[src/rtl/vga_pkg.sv]
// Shared VGA geometry, pixel-stream payload and ball controller state encoding.
package vga_pkg;

  localparam int unsigned HACTIVE = 800;
  localparam int unsigned VACTIVE = 600;
  localparam int unsigned COORD_W = 11;
  localparam int unsigned RGB_W   = 12;

  localparam logic DIR_RIGHT = 1'b1;
  localparam logic DIR_LEFT  = 1'b0;
  localparam logic DIR_DOWN  = 1'b1;
  localparam logic DIR_UP    = 1'b0;

  typedef enum logic [1:0] {
    SERVE  = 2'd0,
    MOVING = 2'd1,
    SCORED = 2'd2
  } ball_state_t;

  // One pixel of the draw chain: coordinates, sync/blank and colour
  typedef struct packed {
    logic [COORD_W-1:0] hcount;
    logic [COORD_W-1:0] vcount;
    logic               hsync;
    logic               hblnk;
    logic               vsync;
    logic               vblnk;
    logic [RGB_W-1:0]   rgb;
  } vga_bus_t;

endpackage

[src/rtl/ball_ctl_if.sv]
// Pixel-stream link between draw-chain stages; master drives, slave receives.
interface ball_ctl_if;
  import vga_pkg::*;

  vga_bus_t bus;

  modport master (output bus);
  modport slave  (input  bus);

endinterface

[src/rtl/ball_ctl_draw.sv]
// One-cycle draw stage: delays the pixel stream and overlays the ball square.
module ball_draw
  import vga_pkg::*;
#(
  parameter int unsigned      BALL_SIZE = 16,
  parameter logic [RGB_W-1:0] BALL_RGB  = 12'hfff
) (
  input  logic               clk,
  input  logic               rst_n,
  input  logic [COORD_W-1:0] ball_x,
  input  logic [COORD_W-1:0] ball_y,
  ball_ctl_if.slave          vin,
  ball_ctl_if.master         vout
);

  localparam int unsigned EXT_W = COORD_W + 1;

  logic     in_x;
  logic     in_y;
  logic     on_ball;
  vga_bus_t px;

  // Extra bit keeps ball_x + BALL_SIZE from wrapping near the right edge
  always_comb begin
    in_x = ({1'b0, vin.bus.hcount} >= {1'b0, ball_x}) &&
           ({1'b0, vin.bus.hcount} < ({1'b0, ball_x} + EXT_W'(BALL_SIZE)));
    in_y = ({1'b0, vin.bus.vcount} >= {1'b0, ball_y}) &&
           ({1'b0, vin.bus.vcount} < ({1'b0, ball_y} + EXT_W'(BALL_SIZE)));
    on_ball = in_x && in_y && !vin.bus.hblnk && !vin.bus.vblnk;
    px = vin.bus;
    if (on_ball) px.rgb = BALL_RGB;
  end

  always_ff @(posedge clk or negedge rst_n) begin
    if (!rst_n) vout.bus <= '0;
    else        vout.bus <= px;
  end

endmodule

[src/rtl/ball_ctl.sv]
// Pong ball controller: per-frame motion, wall/paddle bounces, scoring, and ball overlay.
module ball_ctl
  import vga_pkg::*;
#(
  parameter int unsigned      BALL_SIZE    = 16,
  parameter int unsigned      STEP         = 4,
  parameter int unsigned      SERVE_FRAMES = 60,
  parameter int unsigned      PADDLE_W     = 16,
  parameter int unsigned      PADDLE_H     = 96,
  parameter int unsigned      PADDLE_X_L   = 32,
  parameter int unsigned      PADDLE_X_R   = 752,
  parameter logic [RGB_W-1:0] BALL_RGB     = 12'hfff
) (
  input  logic               clk,
  input  logic               rst_n,
  input  logic               game_en,
  input  logic               timing_tick,
  input  logic [COORD_W-1:0] paddle_l_y,
  input  logic [COORD_W-1:0] paddle_r_y,
  ball_ctl_if.slave          vin,
  ball_ctl_if.master         vout,
  output logic               point_l,
  output logic               point_r
);

  localparam int unsigned S_W   = 13;
  localparam int unsigned CNT_W = $clog2(SERVE_FRAMES + 1);

  localparam logic [COORD_W-1:0] X0      = COORD_W'((HACTIVE - BALL_SIZE) / 2);
  localparam logic [COORD_W-1:0] Y0      = COORD_W'((VACTIVE - BALL_SIZE) / 2);
  localparam logic [COORD_W-1:0] Y_MAX   = COORD_W'(VACTIVE - BALL_SIZE);
  localparam logic [COORD_W-1:0] X_L_HIT = COORD_W'(PADDLE_X_L + PADDLE_W);
  localparam logic [COORD_W-1:0] X_R_HIT = COORD_W'(PADDLE_X_R - BALL_SIZE);
  localparam logic [CNT_W-1:0]   CNT_END = CNT_W'(SERVE_FRAMES - 1);

  localparam logic signed [S_W-1:0] STEP_S = S_W'(STEP);
  localparam logic signed [S_W-1:0] BS_S   = S_W'(BALL_SIZE);
  localparam logic signed [S_W-1:0] PH_S   = S_W'(PADDLE_H);
  localparam logic signed [S_W-1:0] PLE_S  = S_W'(PADDLE_X_L + PADDLE_W);
  localparam logic signed [S_W-1:0] PXR_S  = S_W'(PADDLE_X_R);
  localparam logic signed [S_W-1:0] HA_S   = S_W'(HACTIVE);
  localparam logic signed [S_W-1:0] VA_S   = S_W'(VACTIVE);
  localparam logic signed [S_W-1:0] ZERO_S = '0;

  ball_state_t        state;
  logic [COORD_W-1:0] x;
  logic [COORD_W-1:0] y;
  logic               dir_x;
  logic               dir_y;
  logic [CNT_W-1:0]   serve_cnt;

  logic signed [S_W-1:0] x_s, y_s, pl_s, pr_s;
  logic signed [S_W-1:0] nx, ny;
  logic                  hit_l, hit_r, miss_l, miss_r;
  logic [COORD_W-1:0]    x_nxt, y_nxt;
  logic                  dir_x_nxt, dir_y_nxt;

  assign x_s  = $signed({2'b00, x});
  assign y_s  = $signed({2'b00, y});
  assign pl_s = $signed({2'b00, paddle_l_y});
  assign pr_s = $signed({2'b00, paddle_r_y});

  // Candidate motion for the next tick; the two axes resolve independently
  always_comb begin
    nx = (dir_x == DIR_RIGHT) ? x_s + STEP_S : x_s - STEP_S;
    ny = (dir_y == DIR_DOWN)  ? y_s + STEP_S : y_s - STEP_S;

    hit_l = (dir_x == DIR_LEFT) && (x_s >= PLE_S) && (nx < PLE_S) &&
            (y_s + BS_S > pl_s) && (y_s < pl_s + PH_S);
    hit_r = (dir_x == DIR_RIGHT) && (nx + BS_S > PXR_S) && (x_s + BS_S <= PXR_S) &&
            (y_s + BS_S > pr_s) && (y_s < pr_s + PH_S);
    miss_l = !hit_l && !hit_r && (nx <= ZERO_S);
    miss_r = !hit_l && !hit_r && (nx + BS_S >= HA_S);

    x_nxt     = COORD_W'(nx);
    y_nxt     = COORD_W'(ny);
    dir_x_nxt = dir_x;
    dir_y_nxt = dir_y;

    if (ny <= ZERO_S) begin
      y_nxt     = '0;
      dir_y_nxt = DIR_DOWN;
    end else if (ny + BS_S >= VA_S) begin
      y_nxt     = Y_MAX;
      dir_y_nxt = DIR_UP;
    end

    // On a miss the next serve heads toward the side that conceded
    if (hit_l) begin
      x_nxt     = X_L_HIT;
      dir_x_nxt = DIR_RIGHT;
    end else if (hit_r) begin
      x_nxt     = X_R_HIT;
      dir_x_nxt = DIR_LEFT;
    end else if (miss_l) begin
      dir_x_nxt = DIR_LEFT;
    end else if (miss_r) begin
      dir_x_nxt = DIR_RIGHT;
    end
  end

  always_ff @(posedge clk or negedge rst_n) begin
    if (!rst_n) begin
      state     <= SERVE;
      x         <= X0;
      y         <= Y0;
      dir_x     <= DIR_RIGHT;
      dir_y     <= DIR_DOWN;
      serve_cnt <= '0;
      point_l   <= 1'b0;
      point_r   <= 1'b0;
    end else begin
      point_l <= 1'b0;
      point_r <= 1'b0;
      if (!game_en) begin
        state     <= SERVE;
        x         <= X0;
        y         <= Y0;
        serve_cnt <= '0;
      end else begin
        unique case (state)
          SERVE: begin
            x <= X0;
            y <= Y0;
            if (timing_tick) begin
              if (serve_cnt == CNT_END) begin
                state     <= MOVING;
                serve_cnt <= '0;
              end else begin
                serve_cnt <= serve_cnt + CNT_W'(1);
              end
            end
          end
          MOVING: begin
            if (timing_tick) begin
              x     <= x_nxt;
              y     <= y_nxt;
              dir_x <= dir_x_nxt;
              dir_y <= dir_y_nxt;
              if (miss_l) begin
                point_r <= 1'b1;
                state   <= SCORED;
              end else if (miss_r) begin
                point_l <= 1'b1;
                state   <= SCORED;
              end
            end
          end
          SCORED: begin
            x     <= X0;
            y     <= Y0;
            state <= SERVE;
          end
          default: state <= SERVE;
        endcase
      end
    end
  end

  ball_draw #(
    .BALL_SIZE (BALL_SIZE),
    .BALL_RGB  (BALL_RGB)
  ) u_draw (
    .clk    (clk),
    .rst_n  (rst_n),
    .ball_x (x),
    .ball_y (y),
    .vin    (vin),
    .vout   (vout)
  );

endmodule

[src/flat_wrapper.sv]
// flat-port wrapper written by rule: the top's interface ports become plain ports
module ball_ctl_flat import vga_pkg::*;
#(
  parameter int unsigned      BALL_SIZE    = 16,
  parameter int unsigned      STEP         = 4,
  parameter int unsigned      SERVE_FRAMES = 60,
  parameter int unsigned      PADDLE_W     = 16,
  parameter int unsigned      PADDLE_H     = 96,
  parameter int unsigned      PADDLE_X_L   = 32,
  parameter int unsigned      PADDLE_X_R   = 752,
  parameter logic [RGB_W-1:0] BALL_RGB     = 12'hfff
)
  (clk, rst_n, game_en, timing_tick, paddle_l_y, paddle_r_y, point_l, point_r, vin_bus, vout_bus);
  ball_ctl_if vin_i ();
  ball_ctl_if vout_i ();
  input  logic clk;
  input  logic rst_n;
  input  logic game_en;
  input  logic timing_tick;
  input  logic [COORD_W-1:0] paddle_l_y;
  input  logic [COORD_W-1:0] paddle_r_y;
  output logic point_l;
  output logic point_r;
  input wire logic [$bits(vin_i.bus)-1:0] vin_bus;
  output wire logic [$bits(vout_i.bus)-1:0] vout_bus;
  assign vin_i.bus = vin_bus;
  assign vout_bus = vout_i.bus;
  ball_ctl #(.BALL_SIZE(BALL_SIZE), .STEP(STEP), .SERVE_FRAMES(SERVE_FRAMES), .PADDLE_W(PADDLE_W), .PADDLE_H(PADDLE_H), .PADDLE_X_L(PADDLE_X_L), .PADDLE_X_R(PADDLE_X_R), .BALL_RGB(BALL_RGB)) u_core (.clk(clk), .rst_n(rst_n), .game_en(game_en), .timing_tick(timing_tick), .paddle_l_y(paddle_l_y), .paddle_r_y(paddle_r_y), .vin(vin_i), .vout(vout_i), .point_l(point_l), .point_r(point_r));
endmodule
[config.mk]
export PLATFORM = sky130hd
export DESIGN_NAME = ball_ctl_flat
export DESIGN_NICKNAME = d
export VERILOG_FILES = /design/src/rtl/vga_pkg.sv /design/src/rtl/ball_ctl_if.sv /design/src/rtl/ball_ctl_draw.sv /design/src/rtl/ball_ctl.sv /design/src/flat_wrapper.sv
export SDC_FILE = /design/constraint.sdc
export NUM_CORES = 1
export LEC_CHECK = 0
export ABC_AREA = 1
export ABC_CLOCK_PERIOD_IN_PS = 6740
export CAP_MARGIN = 15
export CORE_UTILIZATION = 30
export DETAILED_ROUTE_END_ITERATION = 6
export GPL_TIMING_DRIVEN = 0
export MAX_ROUTING_LAYER = met4
export PLACE_DENSITY = 0.6
export SYNTH_ARGS = -nofsm -noshare
export SYNTH_HDL_FRONTEND = slang
export SYNTH_SLANG_ARGS = --single-unit
export TNS_END_PERCENT = 5
[constraint.sdc]
create_clock -name clk -period 6.74 [get_ports clk]
set_clock_uncertainty 0.15 [all_clocks]
set_input_delay 2.022 -clock clk [delete_from_list [all_inputs] [get_ports clk]]
set_output_delay 2.022 -clock clk [all_outputs]
set_load 0.05 [all_outputs]
==> flow_summary_export.csv <==
group,metric,value,unit
run_status,run_status,"completed",
placed_design,dp_slack,1.810,ns
cts,clock_sink_count,68,
critical_path,worstSetupStartpointType,"input pin",
sta,fin_worst_hold_slack,0.3582,ns
floorplanning,floorplan.core_area,0.01896,sq mm
run,maxCapViolations,0,
critical_path,required,6.85,ns
sta,slew-limit-headroom,63.86,%
placed_design,gpl.final_weighted_congestion,0.8805,
sta,max_slew.worst_pin.slew,0.5401,ns
finish,antennaDiodeCount,0,
floorplanning,floorplan_die_height,141.9,microns
synthesis,synth_top_flop_cell,"sky130_fd_sc_hd__dfrtp_1",
finish,num-nets-final,1048,
global_routing,grt_first_pass_wirelength,25.56,mm
synthesis,yosysSeqAreaShare,29.14,%
cts,cts_setup_buffers,0,
floorplanning,fp.dieW,141.9,microns
global_routing,globalRouteMet2Util,27.48,%
critical_path,worst_ep_arrival_time,4.63,ns
power_and_ir_drop,p_leak,3.737,nW
sta,final_hold_viol_count,0,
synthesis,synth_fp_nets,933,
detailed_routing,initialDrtViolationCount,294,
worst_hold_path,holdCritPathClass,"flip-flop to flip-flop",
critical_path,cell_type_group_with_the_largest_total_delay_on_the_critical_path,"simple AND/OR/NAND/NOR gates",
cts,post_cts_resized,0,
power_and_ir_drop,p_per_area,204.5,mW/mm^2
global_routing,number_of_antenna_violations_at_the_first_check_in_global_routing,0,
finish,fill_cells,1957,
finish,final_cell_mix,"sky130_fd_sc_hd__nand2_1, sky130_fd_sc_hd__clkdlybuf4s50_1, sky130_fd_sc_hd__inv_1",
detailed_routing,wl_per_cell,13.28,microns
global_routing,grt-busiest-layer,"met2",
sta,clock.fmax,0.2215,GHz
global_routing,met1_usage,21.08,%
cts,cts_tree,"yes",
global_routing,globalRouteTotalUtil,16.80,%
synthesis,netlist_top_cells_area,"sky130_fd_sc_hd__dfrtp_1, sky130_fd_sc_hd__ha_1, sky130_fd_sc_hd__nand2_1",
critical_path,slowest_stage,"sky130_fd_sc_hd__clkdlybuf4s50_1",
synthesis,synth-edff-count,0,
synthesis,synth_top_area_share,25.56,%
cts,root_buffer,"sky130_fd_sc_hd__clkbuf_16",
detailed_routing,drt-pass1-iter-count,5,
detailed_routing,drt.antenna.violating_nets,0,
placed_design,place_hpwl,12.21,mm
floorplanning,design.portCount,104,
critical_path,slowest_delay,0.55,ns
synthesis,synth_top_area_cell,"sky130_fd_sc_hd__dfrtp_1",
synthesis,synthesis.area,0.005874,sq mm
cts,clock_path_buffers,2,
detailed_routing,detail_route.drc_violations,0,
finish,layout.cells.most_common,"sky130_fd_sc_hd__nand2_1",
synthesis,unique_cell_type_count_in_the_yosys_netlist,48,
global_routing,global_route.overflow_total,0,
critical_path,worstPathMaxFanout,3,
detailed_routing,routed_wl,15.47,mm
sta,layout_min_cycle_time,4.514,ns
critical_path,worst-path-buf-inv,2,
synthesis,synth_async_sr_flop_share,100.0,%
cts,cts.hold.buffers_added,0,
finish,layout-area-overhead-vs-synth,29.12,%
global_routing,grt_pass1_vias,5185,
detailed_routing,num_vias,5410,
synthesis,post_synth.cell_area_avg,7.483,sq um
finish,layout-drive-gt1-share,11.38,%
cts,cts-htree-levels,3,
cts,worst_setup_hold_path_clk_slew,0.06,ns
power_and_ir_drop,vdd.ir_drop.worst,0.08879,mV
critical_path,path_common_cell,"sky130_fd_sc_hd__a21oi_1",
floorplanning,die_area,0.02015,sq mm
sta,final.setup.worst_slack,2.226,ns
cts,num_cts_buffers,9,
sta,final_count_of_negative_setup_slack_endpoints,0,
placed_design,io_port_bufs,103,
sta,slew_viol_final,0,
synthesis,syn_inst,785,
sta,fin_tns_setup,0,ns
global_routing,pin_count_of_the_biggest_net_entering_global_routing,47,
critical_path,cp-end-kind,"flip-flop",
detailed_routing,post_drt_via_cell_ratio,4.644,
sta,grt_setup_unrepaired,"no",
sta,min_period_over_period,66.97,%
cts,worst_skew_pair.late_latency,0.34,ns
synthesis,postSynthRegisterBits,68,
floorplanning,row_count,50,
floorplanning,initial_utilization,30.99,%
global_routing,use_met3,2.927,%
synthesis,synth_warnings,0,
critical_path,crit_path_cell_trace,"clkdlybuf4s50_1, inv_1, a21oi_1, nand3_1, xor2_1, ha_1, a21oi_1, nor2_1, a21oi_1, nand2_1, nor3_4, nand2_2, nand2_2, nor2_2, nand2_1, o211ai_1",
critical_path,timing_worst_setup_path_type,"input pin to flip-flop",
[flip-flops by register name, summed over array words and instances, names as in the netlist]
| signal | flops |
|---|---|
| u_core.dir_x | 1 |
| u_core.u_draw.vout.bus | 38 |
| u_core.state | 2 |
| u_core.point_r | 1 |
| u_core.serve_cnt | 6 |
| u_core.x | 9 |
| u_core.dir_y | 1 |
| u_core.y | 9 |
| u_core.point_l | 1 |
[synthesized netlist by cell type (4+ instances only)]
| master | count |
|---|---|
| sky130_fd_sc_hd__nor2_2 | 13 |
| sky130_fd_sc_hd__o21ai_0 | 16 |
| sky130_fd_sc_hd__nand2_2 | 22 |
| sky130_fd_sc_hd__o21ai_1 | 8 |
| sky130_fd_sc_hd__dfstp_2 | 8 |
| sky130_fd_sc_hd__a21oi_1 | 48 |
| sky130_fd_sc_hd__dfrtp_1 | 60 |
| sky130_fd_sc_hd__xor2_2 | 4 |
| sky130_fd_sc_hd__nor3_1 | 8 |
| sky130_fd_sc_hd__nand3_2 | 5 |
| sky130_fd_sc_hd__inv_1 | 99 |
| sky130_fd_sc_hd__inv_2 | 14 |
| sky130_fd_sc_hd__xor2_1 | 18 |
| sky130_fd_sc_hd__o211ai_1 | 5 |
| sky130_fd_sc_hd__nand3_1 | 52 |
| sky130_fd_sc_hd__ha_1 | 84 |
| sky130_fd_sc_hd__o22ai_1 | 5 |
| sky130_fd_sc_hd__nand4_1 | 21 |
| sky130_fd_sc_hd__nand3b_1 | 4 |
| sky130_fd_sc_hd__nor2_1 | 65 |
| sky130_fd_sc_hd__nand2_1 | 184 |
[kinds of logic (layout without fill, tap and decap cells)]
logic type,after synthesis,count (layout),synth area share [%]
AO/OA/AOI/OAI,97,97,9.478
AND/OR/NAND/NOR,389,389,31.05
adder cells (fa/ha/maj),84,84,17.89
flip-flops,68,68,29.14
buffers and inverters,122,242,8.200
XOR/XNOR,25,25,4.239
[stage by stage]
step,power (mW),area [sq um],instances,util [%]
4_1_cts,1.566,7585,1165,40.01
3_3_place_gp,1.019,7231,1148,38.15
2_1_floorplan,0.8531,5874,785,-
5_1_grt,1.659,7585,1165,40.01
3_5_place_dp,1.027,7256,1149,38.28
6_report,1.551,7585,1165,40.01
[layer usage]
layer  vias up  routed length [microns]
met5         -                        0
met4         0                      212
met3        14                      813
met2       139                     7135
met1      2449                     7312
li1       2808                        -
[worst reg2reg max path: cells and delay by family, from the launching register on]
kind | cells | cell delay (ns)
adder cells (fa/ha/maj) | 2 | 0.74
AND/OR/NAND/NOR | 6 | 0.65
buffers and inverters | 4 | 0.63
AO/OA/AOI/OAI | 4 | 0.58
flip-flops | 1 | 0.57
[report_power, final]
part | leakage, nW | switching [mW] | internal [mW]
clock | 0.160 | 0.184 | 0.345
combinational | 2.75 | 0.349 | 0.200
sequential | 0.831 | 0.0284 | 0.444
[path summary, 6_finish.rpt]
path	slack, ns	start	cells past startpoint	to
worst max-delay path	2.23	paddle_l_y[5]	16	u_core.x[8]
worst min-delay path	0.36	u_core.serve_cnt[3]	1	u_core.serve_cnt[3]
worst max register to register	3.35	u_core.y[4]	16	u_core.u_draw.vout.bus[7]
worst min register to register	0.36	u_core.serve_cnt[3]	1	u_core.serve_cnt[3]
max in group asynchronous	4.40	rst_n	2	u_core.y[2]
min in group asynchronous	1.43	rst_n	1	u_core.u_draw.vout.bus[3]
[area by class of cell]
class / instances / area (sq um) / share of cell area [%]
well taps: 260 / 325.3 / 4.289
clock buffers: 13 / 260.3 / 3.431
plain buffers: 7 / 47.55 / 0.6269
multi-input cells: 595 / 3681 / 48.53
flip-flops and latches: 68 / 1712 / 22.57
inverters: 115 / 434.2 / 5.724
clock inverters: 3 / 68.82 / 0.9073
repair buffers: 104 / 1056 / 13.92
(Power assumes the default switching activity.)
